===== src/rtl/riscv_pkg.sv =====
// riscv_pkg: shared FSM states, opcodes and datapath select encodings for the multicycle controller
package riscv_pkg;
  typedef enum logic [3:0] {
    FETCH, DECODE, MEMADR, MEMREAD, MEMWB, MEMWRITE, EXECR,
    EXECI, ALUWB, BRANCH, JAL, JALR_ADR, JALR_PC, LUI
  } state_t;
  localparam logic [6:0] OP_LOAD  = 7'd3;
  localparam logic [6:0] OP_STORE = 7'd35;
  localparam logic [6:0] OP_R     = 7'd51;
  localparam logic [6:0] OP_I     = 7'd19;
  localparam logic [6:0] OP_BR    = 7'd99;
  localparam logic [6:0] OP_JAL   = 7'd111;
  localparam logic [6:0] OP_JALR  = 7'd103;
  localparam logic [6:0] OP_LUI   = 7'd55;
  localparam logic [2:0] ALU_ADD  = 3'b000;
  localparam logic [2:0] ALU_SUB  = 3'b001;
  localparam logic [2:0] ALU_AND  = 3'b010;
  localparam logic [2:0] ALU_OR   = 3'b011;
  localparam logic [2:0] ALU_XOR  = 3'b100;
  localparam logic [2:0] ALU_SLT  = 3'b101;
  localparam logic [2:0] ALU_SLTU = 3'b110;
  localparam logic [2:0] IMM_I = 3'b000;
  localparam logic [2:0] IMM_S = 3'b001;
  localparam logic [2:0] IMM_B = 3'b010;
  localparam logic [2:0] IMM_U = 3'b011;
  localparam logic [1:0] RES_ALUOUT = 2'b00;
  localparam logic [1:0] RES_READ   = 2'b01;
  localparam logic [1:0] RES_IMM    = 2'b11;
  localparam logic [1:0] SRCA_PC    = 2'b00;
  localparam logic [1:0] SRCA_OLDPC = 2'b01;
  localparam logic [1:0] SRCA_RS1   = 2'b10;
  localparam logic [1:0] SRCB_RS2   = 2'b00;
  localparam logic [1:0] SRCB_IMM   = 2'b01;
  localparam logic [1:0] SRCB_4     = 2'b10;
endpackage


===== src/rtl/alu_decoder.sv =====
// alu_decoder: maps R-type {func7,func3} or I-type func3 to an ALU operation and flags unsupported codes
module alu_decoder
  import riscv_pkg::*;
(
  input  logic [2:0] func3_i,
  input  logic [6:0] func7_i,
  input  logic       rtype_i,
  output logic [2:0] alu_ctl_o,
  output logic       bad_o
);
  logic [9:0] key;
  assign key = {func7_i, func3_i};
  // R-type needs the full function code; I-type only func3
  always_comb begin
    alu_ctl_o = ALU_ADD;
    bad_o = 1'b0;
    if (rtype_i)
      case (key)
        10'd0:   alu_ctl_o = ALU_ADD;
        10'd256: alu_ctl_o = ALU_SUB;
        10'd6:   alu_ctl_o = ALU_OR;
        10'd7:   alu_ctl_o = ALU_AND;
        10'd2:   alu_ctl_o = ALU_SLT;
        10'd3:   alu_ctl_o = ALU_SLTU;
        default: bad_o = 1'b1;
      endcase
    else
      case (func3_i)
        3'b000:  alu_ctl_o = ALU_ADD;
        3'b100:  alu_ctl_o = ALU_XOR;
        3'b110:  alu_ctl_o = ALU_OR;
        3'b010:  alu_ctl_o = ALU_SLT;
        3'b011:  alu_ctl_o = ALU_SLTU;
        default: bad_o = 1'b1;
      endcase
  end
endmodule


===== src/rtl/mc_controller.sv =====
// mc_controller: Moore FSM sequencing a multicycle RISC-V datapath over a unified memory
module mc_controller
  import riscv_pkg::*;
(
  input  logic       clk,
  input  logic       rst_n,
  input  logic [6:0] opcode,
  input  logic [2:0] func3,
  input  logic [6:0] func7,
  input  logic       zero,
  input  logic       lt,
  input  logic       bge,
  input  logic       mem_ready,
  output logic       PCWrite,
  output logic       IRWrite,
  output logic       AdrSrc,
  output logic       MemWrite,
  output logic       RegWrite,
  output logic [1:0] ResultSrc,
  output logic [1:0] ALUSrcA,
  output logic [1:0] ALUSrcB,
  output logic [2:0] ALUControl,
  output logic [2:0] ImmSrc,
  output logic       illegal
);
  state_t state_q, state_d, st;
  logic [2:0] dec_alu;
  logic dec_bad;
  // while reset is asserted the outputs decode as FETCH, which also silences writes and illegal
  assign st = rst_n ? state_q : FETCH;
  alu_decoder u_alu_decoder (
    .func3_i(func3),
    .func7_i(func7),
    .rtype_i(st == EXECR),
    .alu_ctl_o(dec_alu),
    .bad_o(dec_bad)
  );
  // state register with synchronous active-low reset
  always_ff @(posedge clk) state_q <= rst_n ? state_d : FETCH;
  // next state and per-state strobes; everything not set below stays 0
  always_comb begin
    state_d = FETCH;
    PCWrite = 1'b0;
    IRWrite = 1'b0;
    AdrSrc = 1'b0;
    MemWrite = 1'b0;
    RegWrite = 1'b0;
    ResultSrc = RES_ALUOUT;
    ALUSrcA = SRCA_PC;
    ALUSrcB = SRCB_RS2;
    ALUControl = ALU_ADD;
    ImmSrc = IMM_I;
    illegal = 1'b0;
    case (st)
      FETCH: begin
        ALUSrcB = SRCB_4;
        IRWrite = mem_ready;
        PCWrite = mem_ready;
        state_d = mem_ready ? DECODE : FETCH;
      end
      DECODE: begin
        ALUSrcA = SRCA_OLDPC;
        ALUSrcB = SRCB_IMM;
        ImmSrc = IMM_B;
        case (opcode)
          OP_LOAD, OP_STORE: state_d = MEMADR;
          OP_R:    state_d = EXECR;
          OP_I:    state_d = EXECI;
          OP_BR:   state_d = BRANCH;
          OP_JAL:  state_d = JAL;
          OP_JALR: state_d = JALR_ADR;
          OP_LUI:  state_d = LUI;
          default: illegal = 1'b1;
        endcase
      end
      MEMADR: begin
        ALUSrcA = SRCA_RS1;
        ALUSrcB = SRCB_IMM;
        ImmSrc = opcode == OP_STORE ? IMM_S : IMM_I;
        state_d = opcode == OP_STORE ? MEMWRITE : MEMREAD;
      end
      MEMREAD: begin
        AdrSrc = 1'b1;
        state_d = mem_ready ? MEMWB : MEMREAD;
      end
      MEMWB: begin
        ResultSrc = RES_READ;
        RegWrite = 1'b1;
      end
      MEMWRITE: begin
        AdrSrc = 1'b1;
        MemWrite = 1'b1;
        state_d = mem_ready ? FETCH : MEMWRITE;
      end
      EXECR, EXECI: begin
        ALUSrcA = SRCA_RS1;
        ALUSrcB = st == EXECI ? SRCB_IMM : SRCB_RS2;
        ALUControl = dec_alu;
        illegal = dec_bad;
        state_d = dec_bad ? FETCH : ALUWB;
      end
      ALUWB: RegWrite = 1'b1;
      BRANCH: begin
        ALUSrcA = SRCA_RS1;
        ALUControl = ALU_SUB;
        PCWrite = func3 == 3'b000 ? zero : func3 == 3'b001 ? !zero :
                  func3 == 3'b100 ? lt : func3 == 3'b101 ? bge : 1'b0;
        illegal = !(func3 inside {3'b000, 3'b001, 3'b100, 3'b101});
      end
      JAL, JALR_PC: begin
        ALUSrcA = SRCA_OLDPC;
        ALUSrcB = SRCB_4;
        PCWrite = 1'b1;
        state_d = ALUWB;
      end
      JALR_ADR: begin
        ALUSrcA = SRCA_RS1;
        ALUSrcB = SRCB_IMM;
        state_d = JALR_PC;
      end
      LUI: begin
        ImmSrc = IMM_U;
        ResultSrc = RES_IMM;
        RegWrite = 1'b1;
      end
      default: state_d = FETCH;
    endcase
  end
endmodule


===== config.mk =====
export PLATFORM = sky130hd
export DESIGN_NAME = mc_controller
export DESIGN_NICKNAME = d
export VERILOG_FILES = /design/src/rtl/riscv_pkg.sv /design/src/rtl/alu_decoder.sv /design/src/rtl/mc_controller.sv
export SDC_FILE = /design/constraint.sdc
export NUM_CORES = 1
export LEC_CHECK = 0
export BUFFER_PORTS_ARGS = -buffer_cell sky130_fd_sc_hd__buf_2
export CAP_MARGIN = 20
export CORE_ASPECT_RATIO = 0.9
export CORE_MARGIN = 5
export CORE_UTILIZATION = 40
export DETAILED_ROUTE_END_ITERATION = 10
export PLACE_DENSITY = 0.7
export SETUP_SLACK_MARGIN = 0.05
export SLEW_MARGIN = 25
export SYNTH_ARGS = -nofsm -noshare
export SYNTH_HDL_FRONTEND = slang
export SYNTH_SLANG_ARGS = --single-unit

===== constraint.sdc =====
create_clock -name clk -period 6.4 [get_ports clk]
set_input_delay 0.96 -clock clk [delete_from_list [all_inputs] [get_ports clk]]
set_output_delay 0.96 -clock clk [all_outputs]
set_load 0.01 [all_outputs]

# ---- Yosys cells after proc, flatten, opt, wreduce, memory -nomap -nowiden
# Cells that the tools add are included.
dict set report totals {
  regBits 4
  output_inout_bits 18
  elab_cells 83
}
dict set report classes {
  n_eq_ne 32
  muxes 32
  reduce_logical 18
}
# op n
set ops {}
lappend ops {{$pmux W4 S8} 1}
lappend ops {{$pmux W4 S7} 1}
lappend ops {{$eq A4 B4 Y1 const B} 6}
lappend ops {{$eq A7 B6 Y1 const B} 3}
lappend ops {{$eq A7 B7 Y1 const B} 3}
lappend ops {{$eq A10 B2 Y1 const B} 2}
lappend ops {{$eq A10 B3 Y1 const B} 2}
lappend ops {{$eq A4 B3 Y1 const B} 4}
lappend ops {{$mux W1} 15}
lappend ops {{$pmux W3 S5} 1}
lappend ops {{$mux W3} 4}
lappend ops {{$pmux W2 S3} 2}
lappend ops {{$pmux W3 S4} 1}
lappend ops {{$reduce_or A3 Y1} 4}
lappend ops {{$eq A10 B9 Y1 const B} 1}
lappend ops {{$logic_not A10 Y1} 1}
lappend ops {{$reduce_or A5 Y1} 2}
lappend ops {{$eq A3 B3 Y1 const B} 3}
lappend ops {{$eq A4 B2 Y1 const B} 2}
lappend ops {{$mux W4} 2}
lappend ops {{$pmux W2 S2} 2}
lappend ops {{$reduce_or A2 Y1} 4}
lappend ops {{$reduce_or A8 Y1} 1}
lappend ops {{$eq A7 B2 Y1 const B} 1}
lappend ops {{11 further kinds} 14}

# ---- Depth between registers and ports, before layout
dict set report depth {
  depth_word 6
  ltp_mapped 6
}

# ---- Modules after synthesis
# From an unflattened synthesis, not the netlist that was laid out.
dict set report unflattened {
  cells_unflattened 127
  hier_area_um2 859.6
}
# mod n_inst cells_per_inst area_each_um2
set by_module_without_submodules {}
lappend by_module_without_submodules {mc_controller 1 107 715.7}
lappend by_module_without_submodules {alu_decoder 1 20 143.9}

# ---- Worst setup path before layout
# No wires, ideal clock.
dict set report synth_timing {
  path_type {in2out}
  start {in func7[0]}
  end {out illegal}
  arrival_ps 2558
  required_time_ps 5440
  setup_slack_ps 2882
  path_stages 4
  path_buffers 0
  cell_sequence {or4_4 > or4_4 > o221a_1 > a311o_1}
}
dict set report synth_via {
  elab_chain_len 5
  elab_cells_between_ends 10
}
# item line_no
set synth_rtl {}
lappend synth_rtl {{start, declared} mc_controller.sv:9} ;# input logic [6:0] func7,
lappend synth_rtl {{$eq A10 B9 Y1 (tied with other cells)} alu_decoder.sv:18} ;# case (key)
lappend synth_rtl {{$reduce_or A6 Y1 (no line) *} n/a}
lappend synth_rtl {{$mux W1 *} alu_decoder.sv:18}
lappend synth_rtl {{$mux W1 *} alu_decoder.sv:17} ;# if (rtype_i)
lappend synth_rtl {{$pmux W1 S3 *} mc_controller.sv:54} ;# case (st)
lappend synth_rtl {{end, declared} mc_controller.sv:24} ;# output logic illegal
# Every way passes the cells marked *; elsewhere a longest branch is shown, timed or not.

# ---- Worst setup path in the final report
# Same ends and word-level chain as after synthesis.

==> impl_metrics.sql <==
INSERT INTO impl_metrics (metric_group, metric, value, unit) VALUES
('critical_path', 'r2r_start', 'state_q[2]', ''),
('clock_network', 'htree_num_levels', '1', ''),
('floorplanning', 'rows', '16', ''),
('sta', 'timing.final.crit_period', '3.77', 'ns'),
('clock_network', 'cts_post_setup_buffers_inserted', '0', ''),
('critical_path', 'critical_path.startpoint', 'func7[0]', ''),
('clock_network', 'clockRootBuffer', 'sky130_fd_sc_hd__clkbuf_4', ''),
('layout', 'nFillCells', '222', ''),
('global_routing', 'grt.overflow.total', '0', ''),
('job', 'max_cap_viol_count', '0', ''),
('sta', 'finalHoldViolations', '0', ''),
('layout', 'layout.cell_area.non_filler', '1100', 'um2'),
('place', 'gp_congestion', '0.868', ''),
('detailed_routing', 'antenna_violating_nets_post_route', '0', ''),
('pwr', 'p_total', '0.0958', 'mW'),
('detailed_routing', 'avgRoutedWirePerCell', '14.5', 'um'),
('min_path', 'timing.hold.worst_endpoint', 'state_q[1]', ''),
('floorplanning', 'start_util', '0.416', ''),
('global_routing', 'vias_in_the_first_global_route', '1007', ''),
('synth', 'syn_nets', '160', ''),
('detailed_routing', 'finalWirelength', '2.80', 'mm'),
('synth', 'synth.distinct_cells', '49', ''),
('sta', 'final.period_utilization', '0.589', ''),
('layout', 'finalNonFillerCells', '194', ''),
('status', 'status', 'complete, no violations', ''),
('sta', 'setup_viol_count_final', '0', ''),
('pwr', 'peakVddDrop', '42.0', 'uV'),
('synth', 'ys_ff_latch', '4', ''),
('sta', 'setup_tns', '0', 'ns'),
('place', 'portBuffers', '39', ''),
('layout', 'biggestRegsByFlops', 'state_q (4)', ''),
('clock_network', 'post_cts_hold_buffer_count', '0', ''),
('floorplanning', 'floorplan.io_pins', '41', ''),
('min_path', 'whs_path_depth', '2', ''),
('clock_network', 'tritoncts', 'built', ''),
('min_path', 'hp-class', 'flip-flop to flip-flop', ''),
('critical_path', 'worst-endpoint-required', '5.44', 'ns'),
('critical_path', 'regToRegEndpoint', 'state_q[0]', ''),
('critical_path', 'critical_path_peak_fanout', '2', ''),
('sta', 'grt_setup_unrepaired', 'false', ''),
('layout', 'max_flop_register', 'state_q', ''),
('detailed_routing', 'drt_iter0_drc', '70', ''),
('clock_network', 'worst_skew_pair.late_latency', '0.23', 'ns'),
('detailed_routing', 'met2RoutedLength', '1.31', 'mm'),
('synth', 'dominantRegCellSynth', 'sky130_fd_sc_hd__dfxtp_1', ''),
('floorplanning', 'die_area', '3300', 'um2'),
('critical_path', 'timing.critical_path.arrival', '2.81', 'ns'),
('place', 'placed_cell_area', '1080', 'um2'),
('synth', 'postSynth.asyncResetShare', '0', ''),
('clock_network', 'cts_buffers', '3', ''),
('detailed_routing', 'vias_per_cell', '6.19', ''),
('floorplanning', 'floorplan.core_area', '2160', 'um2'),
('synth', 'post_synth_edffs', '0', ''),
('sta', 'slew_headroom', '0.498', ''),
('sta', 'tightestPinTransition', '0.751', 'ns'),
('pwr', 'cellLeakagePower', '0.446', 'nW'),
('pwr', 'power_per_unit_of_standard_cell_area', '87.0', 'nW/um2'),
('min_path', 'timing.hold.worst.start', 'state_q[0]', ''),
('synth', 'synthesis.area', '898', 'um2'),
('critical_path', 'nature_of_the_critical_path_endpoint', 'primary output', ''),
('floorplanning', 'fp.dieH', '55.0', 'um'),
('layout', 'final_net_count', '192', ''),
('synth', 'seq_area_frac_synth', '0.0891', ''),
('floorplanning', 'fp.dieW', '60.0', 'um'),
('critical_path', 'critical_path_class', 'input port to primary output', ''),
('clock_network', 'cts_num_sinks', '4', ''),
('detailed_routing', 'vias', '1200', ''),
('layout', 'area_growth_syn_to_layout', '22.6', '%'),
('critical_path', 'r2r_setup_slack', '4.50', 'ns'),
('place', 'placed_cells', '191', ''),
('detailed_routing', 'drcViolationCount', '0', '');
[report_power, final]
group	switching [mW]	internal, mW	total, mW	leakage [nW]
clock network	0.0105	0.0210	0.0314	0.0138
logic	0.0205	0.0159	0.0365	0.400
registers	0.00226	0.0256	0.0278	0.0325
[worst max path at each step]
stage / to / slack (ns) / cells past startpoint
final: illegal / 2.63 / 6
after floorplan: illegal / 2.88 / 4
after CTS: illegal / 2.62 / 6
after global routing: illegal / 2.58 / 6
after detailed placement: illegal / 2.63 / 6
after global placement: illegal / 2.66 / 6
[cell usage after synthesis, drive strengths merged (2+ instances only)]
cell type | count | share of area
nor4 | 5 | 0.035
o41ai | 2 | 0.020
a221o | 2 | 0.022
a31oi | 3 | 0.021
or4 | 2 | 0.025
o32a | 2 | 0.022
nand3b | 3 | 0.025
a21oi | 4 | 0.022
a211oi | 3 | 0.025
nand2b | 4 | 0.028
nand4 | 2 | 0.014
nor3 | 4 | 0.022
nor2 | 9 | 0.038
nand3 | 6 | 0.033
o211ai | 3 | 0.025
clkbuf | 10 | 0.042
and2 | 2 | 0.014
buf | 2 | 0.013
o31ai | 3 | 0.025
xor2 | 2 | 0.020
inv | 7 | 0.029
nand2 | 8 | 0.033
a311o | 2 | 0.022
nor3b | 2 | 0.017
or3 | 2 | 0.014
dfxtp | 4 | 0.089
o21ai | 10 | 0.056
nor2b | 7 | 0.049
a2111oi | 3 | 0.029
[cell families after synthesis]
kind of cell              count (synthesis)  share of synthesized area
and+or+nand+nor                          62                      0.401
AOI/OAI and AO/OA                        46                      0.377
buffers and inverters                    20                     0.0877
DFF                                       4                     0.0891
xor gates and xnor gates                  3                     0.0293
muxes                                     1                     0.0111
other                                     1                    0.00417
[per-layer routing]
| metal | vias to the layer above | global-route usage |
|---|---|---|
| li1 | 592 | - |
| met1 | 552 | 0.238 |
| met2 | 54 | 0.282 |
| met3 | 2 | 0.0162 |
| met4 | 0 | 0.0369 |
| met5 | - | 0 |
[critical path, stage by stage]
cell and delay [ns]:
sky130_fd_sc_hd__buf_2 0.10, sky130_fd_sc_hd__or4_4 0.53, sky130_fd_sc_hd__or4_4 0.43, sky130_fd_sc_hd__o221a_1 0.30
sky130_fd_sc_hd__a311o_1 0.35, sky130_fd_sc_hd__buf_2 0.14
[final cells by class]
cell class	instances	area (um2)	share of cell area
multi-input cells	113	739	0.672
repair buffers	39	195	0.177
flip-flops and latches	4	80.1	0.0727
well taps	27	33.8	0.0307
inverters	8	30.0	0.0273
clock buffers	3	22.5	0.0205
[through the flow]
stage / worst slack (ns) / util / hold slack, ns
5_1_grt: 2.58 / 0.509 / 0.826
6_report: 2.63 / 0.509 / 0.793
3_3_place_gp: 2.66 / 0.499 / 0.765
4_1_cts: 2.62 / 0.509 / 0.772
2_1_floorplan: 2.88 / - / 0.601
3_5_place_dp: 2.63 / 0.499 / 0.770
(Power assumes the default switching activity.)
